===== config.mk =====
export PLATFORM = sky130hd
export DESIGN_NAME = alu8_pg_stage
export DESIGN_NICKNAME = d
export VERILOG_FILES = /design/src/rtl/alu8_pg_stage.sv
export SDC_FILE = /design/constraint.sdc
export NUM_CORES = 1
export LEC_CHECK = 0
export BUFFER_PORTS_ARGS = -buffer_cell sky130_fd_sc_hd__buf_4
export CAP_MARGIN = 0
export CORE_ASPECT_RATIO = 1.2
export CORE_MARGIN = 3
export CORE_UTILIZATION = 52
export DETAILED_ROUTE_END_ITERATION = 7
export HOLD_SLACK_MARGIN = 0.08
export PLACE_DENSITY = 0.84
export SYNTH_ARGS = -nofsm -noshare
export SYNTH_HDL_FRONTEND = slang
export SYNTH_SLANG_ARGS = --single-unit

===== constraint.sdc =====
create_clock -name clk -period 3.7 [get_ports clk]
set_input_delay 0.74 -clock clk [delete_from_list [all_inputs] [get_ports clk]]
set_output_delay 0.74 -clock clk [all_outputs]
set_load 0.02 [all_outputs]

===== src/rtl/alu8_pg_stage.sv =====
// Two-stage 8-bit add/subtract front end for the external carry-lookahead unit.
// Define ALU8_CARRY_CHAIN_EN to keep a carry flag register so ADC/SBB chain across bytes.
module alu8_pg_stage (
    input  logic       clk,
    input  logic       rst,
    input  logic       in_valid,
    output logic       in_ready,
    input  logic [7:0] in_a,
    input  logic [7:0] in_b,
    input  logic [1:0] in_op,
    output logic [7:0] G,
    output logic [7:0] P,
    output logic       C0,
    input  logic [8:1] C,
    output logic       out_valid,
    input  logic       out_ready,
    output logic [7:0] out_sum,
    output logic       out_cf,
    output logic       out_zf,
    output logic       out_nf,
    output logic       out_of
);

    logic       s1_v;
    logic       s2_v;
    logic [7:0] s1_a;
    logic [7:0] s1_b;
    logic [1:0] s1_op;
    logic       accept;
    logic       move;
    logic [7:0] b_eff;
    logic [7:0] sum;
    logic       c0_sel;
`ifdef ALU8_CARRY_CHAIN_EN
    logic       cf_q;
`endif

    assign in_ready  = !s1_v | !s2_v | out_ready;
    assign accept    = in_valid & in_ready;
    assign move      = s1_v & (!s2_v | out_ready);
    assign out_valid = s2_v;

    // Subtraction is a + ~b + 1; the borrow sense is carried as NOT borrow.
    assign b_eff = s1_op[1] ? ~s1_b : s1_b;

    always_comb begin
        c0_sel = 1'b0;
        case (s1_op)
            2'b00:   c0_sel = 1'b0;
            2'b10:   c0_sel = 1'b1;
`ifdef ALU8_CARRY_CHAIN_EN
            default: c0_sel = cf_q;
`else
            2'b01:   c0_sel = 1'b0;
            default: c0_sel = 1'b1;
`endif
        endcase
    end

    assign G   = s1_v ? (s1_a & b_eff) : '0;
    assign P   = s1_v ? (s1_a ^ b_eff) : '0;
    assign C0  = s1_v & c0_sel;
    assign sum = P ^ {C[7:1], C0};

    always_ff @(posedge clk or posedge rst) begin
        if (rst) begin
            s1_v  <= 1'b0;
            s1_a  <= '0;
            s1_b  <= '0;
            s1_op <= '0;
        end else if (accept) begin
            s1_v  <= 1'b1;
            s1_a  <= in_a;
            s1_b  <= in_b;
            s1_op <= in_op;
        end else if (move) begin
            s1_v  <= 1'b0;
        end
    end

    always_ff @(posedge clk or posedge rst) begin
        if (rst) begin
            s2_v    <= 1'b0;
            out_sum <= '0;
            out_cf  <= 1'b0;
            out_zf  <= 1'b0;
            out_nf  <= 1'b0;
            out_of  <= 1'b0;
        end else if (move) begin
            s2_v    <= 1'b1;
            out_sum <= sum;
            out_cf  <= C[8];
            out_zf  <= (sum == '0);
            out_nf  <= sum[7];
            out_of  <= C[8] ^ C[7];
        end else if (out_ready) begin
            s2_v    <= 1'b0;
        end
    end

`ifdef ALU8_CARRY_CHAIN_EN
    // Tracks the newest op entering s2 so an ADC/SBB in s1 sees its predecessor's carry.
    always_ff @(posedge clk or posedge rst) begin
        if (rst) begin
            cf_q <= 1'b0;
        end else if (move) begin
            cf_q <= C[8];
        end
    end
`endif

endmodule


### Yosys cells after proc, flatten, opt, wreduce, memory -nomap -nowiden

Cells that the tools add are included.

* memory bits (read-only): 0
* RAM bits: 0
* memories: 0
* latch bits: 0
* bits in registers: 32
* input bits: 30

* magnitude comparators: 0
* multiply operators: 0
* shift operators: 0
* mux-type cells: 8
* reductions and logical operators: 7
* eq/ne operators: 1
* divide/modulo/power cells: 0
* bitwise gates (word level): 11
* add/subtract/negate cells: 0

Operator list (number)
* two-way mux 8 bit: 3
* bitwise XOR 8 bit: 2
* AND 8 bit: 1
* zero test 8 bit: 1
* inverter 8 bit: 1
* two-way mux 1 bit: 5
* nonzero test 2 bit: 2
* AND 1 bit: 3
* bitwise OR 1 bit: 3
* == test 2 x 1 -> 1 bit (second input constant): 1
* zero test 1 bit: 2
* zero test 2 bit: 1
* OR reduction 2 bit: 1
* bitwise XOR 1 bit: 1

### Logic depth before layout (Yosys ltp)

* depth in word-level cells: 6
* mapped depth: 7

### Least setup slack after synthesis

OpenSTA, ideal clock, no wires.

* path type: flip-flop to output port
* start point: register s1_op[1]
* end point: output port P[1]
* data arrival time: 1.322 ns
* cell stages (with the launch flop): 5
* slack: 1.638 ns
* cells stage by stage: dfrtp_1 > buf_2 > xor2_1 > ha_1 > and2_1

* longest elaborated chain between the ends: 3

RTL lines
* start, declared: line 28 `logic [1:0] s1_op;`
* start signal, assigned: line 75 `s1_op <= in_op;`
* two-way mux 8 bit: line 44 `assign b_eff = s1_op[1] ? ~s1_b : s1_b;`
* bitwise XOR 8 bit: line 61 `assign P = s1_v ? (s1_a ^ b_eff) : '0;`
* two-way mux 8 bit: line 61
* end, declared: line 12 `output logic [7:0] P,`

Every way passes these cells.

### Worst setup path after layout

Ends and elaborated chain as after synthesis.

==> results by group <==
Synth
  – Post-synth cell types: 31
  – Synth Cell Area: 0.00165 mm2
  – Ys async rst share: 100%
  – Synth Flop Type: dfrtp_1
  – Seq cells post-synth: 30
  – Synth Instances: 146
  – Post-synth EDFFs: 0
  – Top cell type's share of synthesized area: 45.4%
  – Top cells by area, synth: dfrtp_1, mux2_1, and2_1
  – Sequential fraction of the synthesis area: ~45%
  – Avg Cell Area, Syn: 11.3 um2
  – Cell taking the most area after synthesis: dfrtp_1
  – Syn nets: 184
  – YS warnings: 0

STA
  – Fin crit share: a little over two thirds
  – Worst Skew: 0.0113 ns
  – Final setup vio count: 0
  – Slew at the pin closest to its max-slew limit: between 1 and 1.5 ns
  – Final worst slack: 1.08 ns
  – Setup TNS: 0 ns
  – RSZ-0062 raised after global routing: no
  – Tmin final: 2.62 ns
  – Final Hold Viols: 0
  – Pins over their slew limit: 0
  – FMAX: 382 MHz
  – Worst slew margin: 25.9%

Clock tree
  – Root Driver: clkbuf_4
  – Post-CTS setup buffers: 0
  – Post_cts resized: 0
  – Post-CTS Hold Fix Bufs: 0
  – Maximum buffer depth of the clock tree: 2
  – Inserted Clock Buffers: 5
  – CTS tree: yes
  – H-tree depth: 2
  – Skew-Pair Late Insertion Delay: 0.34 ns
  – Clock sinks: 30
  – Clock slew at reported path FFs: 0.10 ns

Pwr
  – Pleak: roughly 1.1 nW
  – Maximum VDD drop: 0.461 mV
  – Power Dens Cells: 609 mW/mm2

Floorplanning
  – Core Area: 0.00292 mm2
  – Initial core utilization: 56.7%
  – Rows: 21
  – Die area: 0.00389 mm2
  – Die Y: around 68 um
  – # IOs: 61
  – Die Wd: 57.5 um

Drt
  – Drc violations: 0
  – Via density: 5.17
  – DRT antenna net count: 0
  – Routed wire per std cell: approximately 14 um
  – Via count: 1240
  – Post-Route WL: 3420 um
  – DRT Pass-1 Iters: 4
  – Iteration-0 DRC Markers: 37

Finish
  – Final core occ: between 70 and 80%
  – Non-Filler Instances: 240
  – Most frequent cells in the layout: buf_4, dfrtp_1, and2_1
  – Most common cell after layout, fill and taps aside: buf_4
  – Layout overhead on the synthesized area: 33.0%
  – Ant. Diodes: 0
  – Top flop regs: out_sum x8, s1_a x8, s1_b x8
  – Final net count: 243
  – Fill count: 232
  – Share of cells above drive strength 1: 37.9%

GRT
  – Grt ovf: 0
  – Antenna violations before repair: 0
  – Vias in the first global route: ~1200
  – Tot GR Track Use: 19.4%
  – First-pass GRT wire length: 5640 um
  – Largest net degree at the start of global routing: 31

Placement
  – # placed instances: 232
  – Post-DP HPWL: 2680 um
  – DP Worst Slack: 1.46 ns
  – IO Port Bufs: a little under 60
  – RePlAce Congestion: 0.701

Worst setup path
  – Arr. time, crit path: 1.88 ns
  – Crit end category: primary output
  – Req. time, crit path: 2.96 ns
  – Worst Path Class, Setup: reg2out
  – Setup crit start kind: flop
  – CP Max Fanout: 11

Run
  – MaxCap Viol Count: 0

Min path
  – Worst Hold Class: reg2reg

Status
  – Status: complete, no violations
worst max-delay path, cell delays in order, from the launching register on:
cell	delay [ns]
dfrtp_1	0.56
xor2_1	0.24
ha_1	0.36
and2_1	0.21
buf_4	0.16
per-stage QoR:
step | hold WS [ns] | area, um2 | power, W
6_report | 0.493 | 2200 | 0.00134
4_1_cts | 0.500 | 2200 | 0.00135
5_1_grt | 0.531 | 2200 | 0.00142
3_3_place_gp | 0.468 | 2090 | 0.000982
3_5_place_dp | 0.477 | 2090 | 0.00100
2_1_floorplan | 0.471 | 1650 | 0.000798
worst paths after layout:
kind                             from          to  slack (ns)  depth (start not counted)
setup reg to reg             s1_op[1]      out_zf        1.63                          6
min in group asynchronous         rst  out_sum[6]        0.68                          2
max in group asynchronous         rst     s1_b[5]        2.35                          2
setup / recovery             s1_op[1]        P[1]        1.08                          4
hold reg to reg            out_sum[4]  out_sum[4]        0.49                          2
hold / removal             out_sum[4]  out_sum[4]        0.49                          2
logic make-up (layout without fill, tap and decap cells):
family | Yosys count | after routing | synth area share [%]
buffers and inverters | 9 | 69 | 3.56
adders and majority gates | 8 | 8 | 6.06
xor gates and xnor gates | 20 | 20 | 10.6
AOI/OAI and AO/OA | 16 | 16 | 6.51
muxes | 18 | 18 | 12.3
and+or+nand+nor | 45 | 45 | 15.6
DFF | 30 | 30 | 45.4
area by class of cell:
type | instances | area [um2] | area share, %
clock buffers | 6 | 51.3 | 2.33
clock inverters | 2 | 60.1 | 2.73
inverters | 2 | 7.51 | 0.341
multi-input cells | 107 | 843 | 38.4
flip-flops and latches | 30 | 751 | 34.1
well taps | 34 | 42.5 | 1.94
repair buffers | 59 | 443 | 20.1
where the power goes:
part,switching (W),total [W],internal [W]
clock network,0.000120,0.000349,0.000229
registers,0.0000488,0.000441,0.000392
logic,0.000288,0.000550,0.000262
total,0.000457,0.00134,0.000883
metal layers:
layer	vias to the layer above	global-route usage, %	wire length, um
met1	579	21.2	1360
li1	614	-	-
met3	8	6.69	229
met5	-	0	0
met2	39	34.3	1770
met4	0	7.83	59
cell usage after synthesis (2+ instances only):
cell type  instances
nand2b_1           3
nand2_1           13
xnor2_1           10
o21ai_0            3
and2_1            17
mux2_2             8
nor2_1             3
o21ai_1            7
inv_1              2
mux2_1            10
dfrtp_1           30
buf_6              2
buf_4              2
ha_1               8
nand3_1            2
xor2_1            10
buf_2              2
Note: power is estimated with default switching activity, not from simulation.
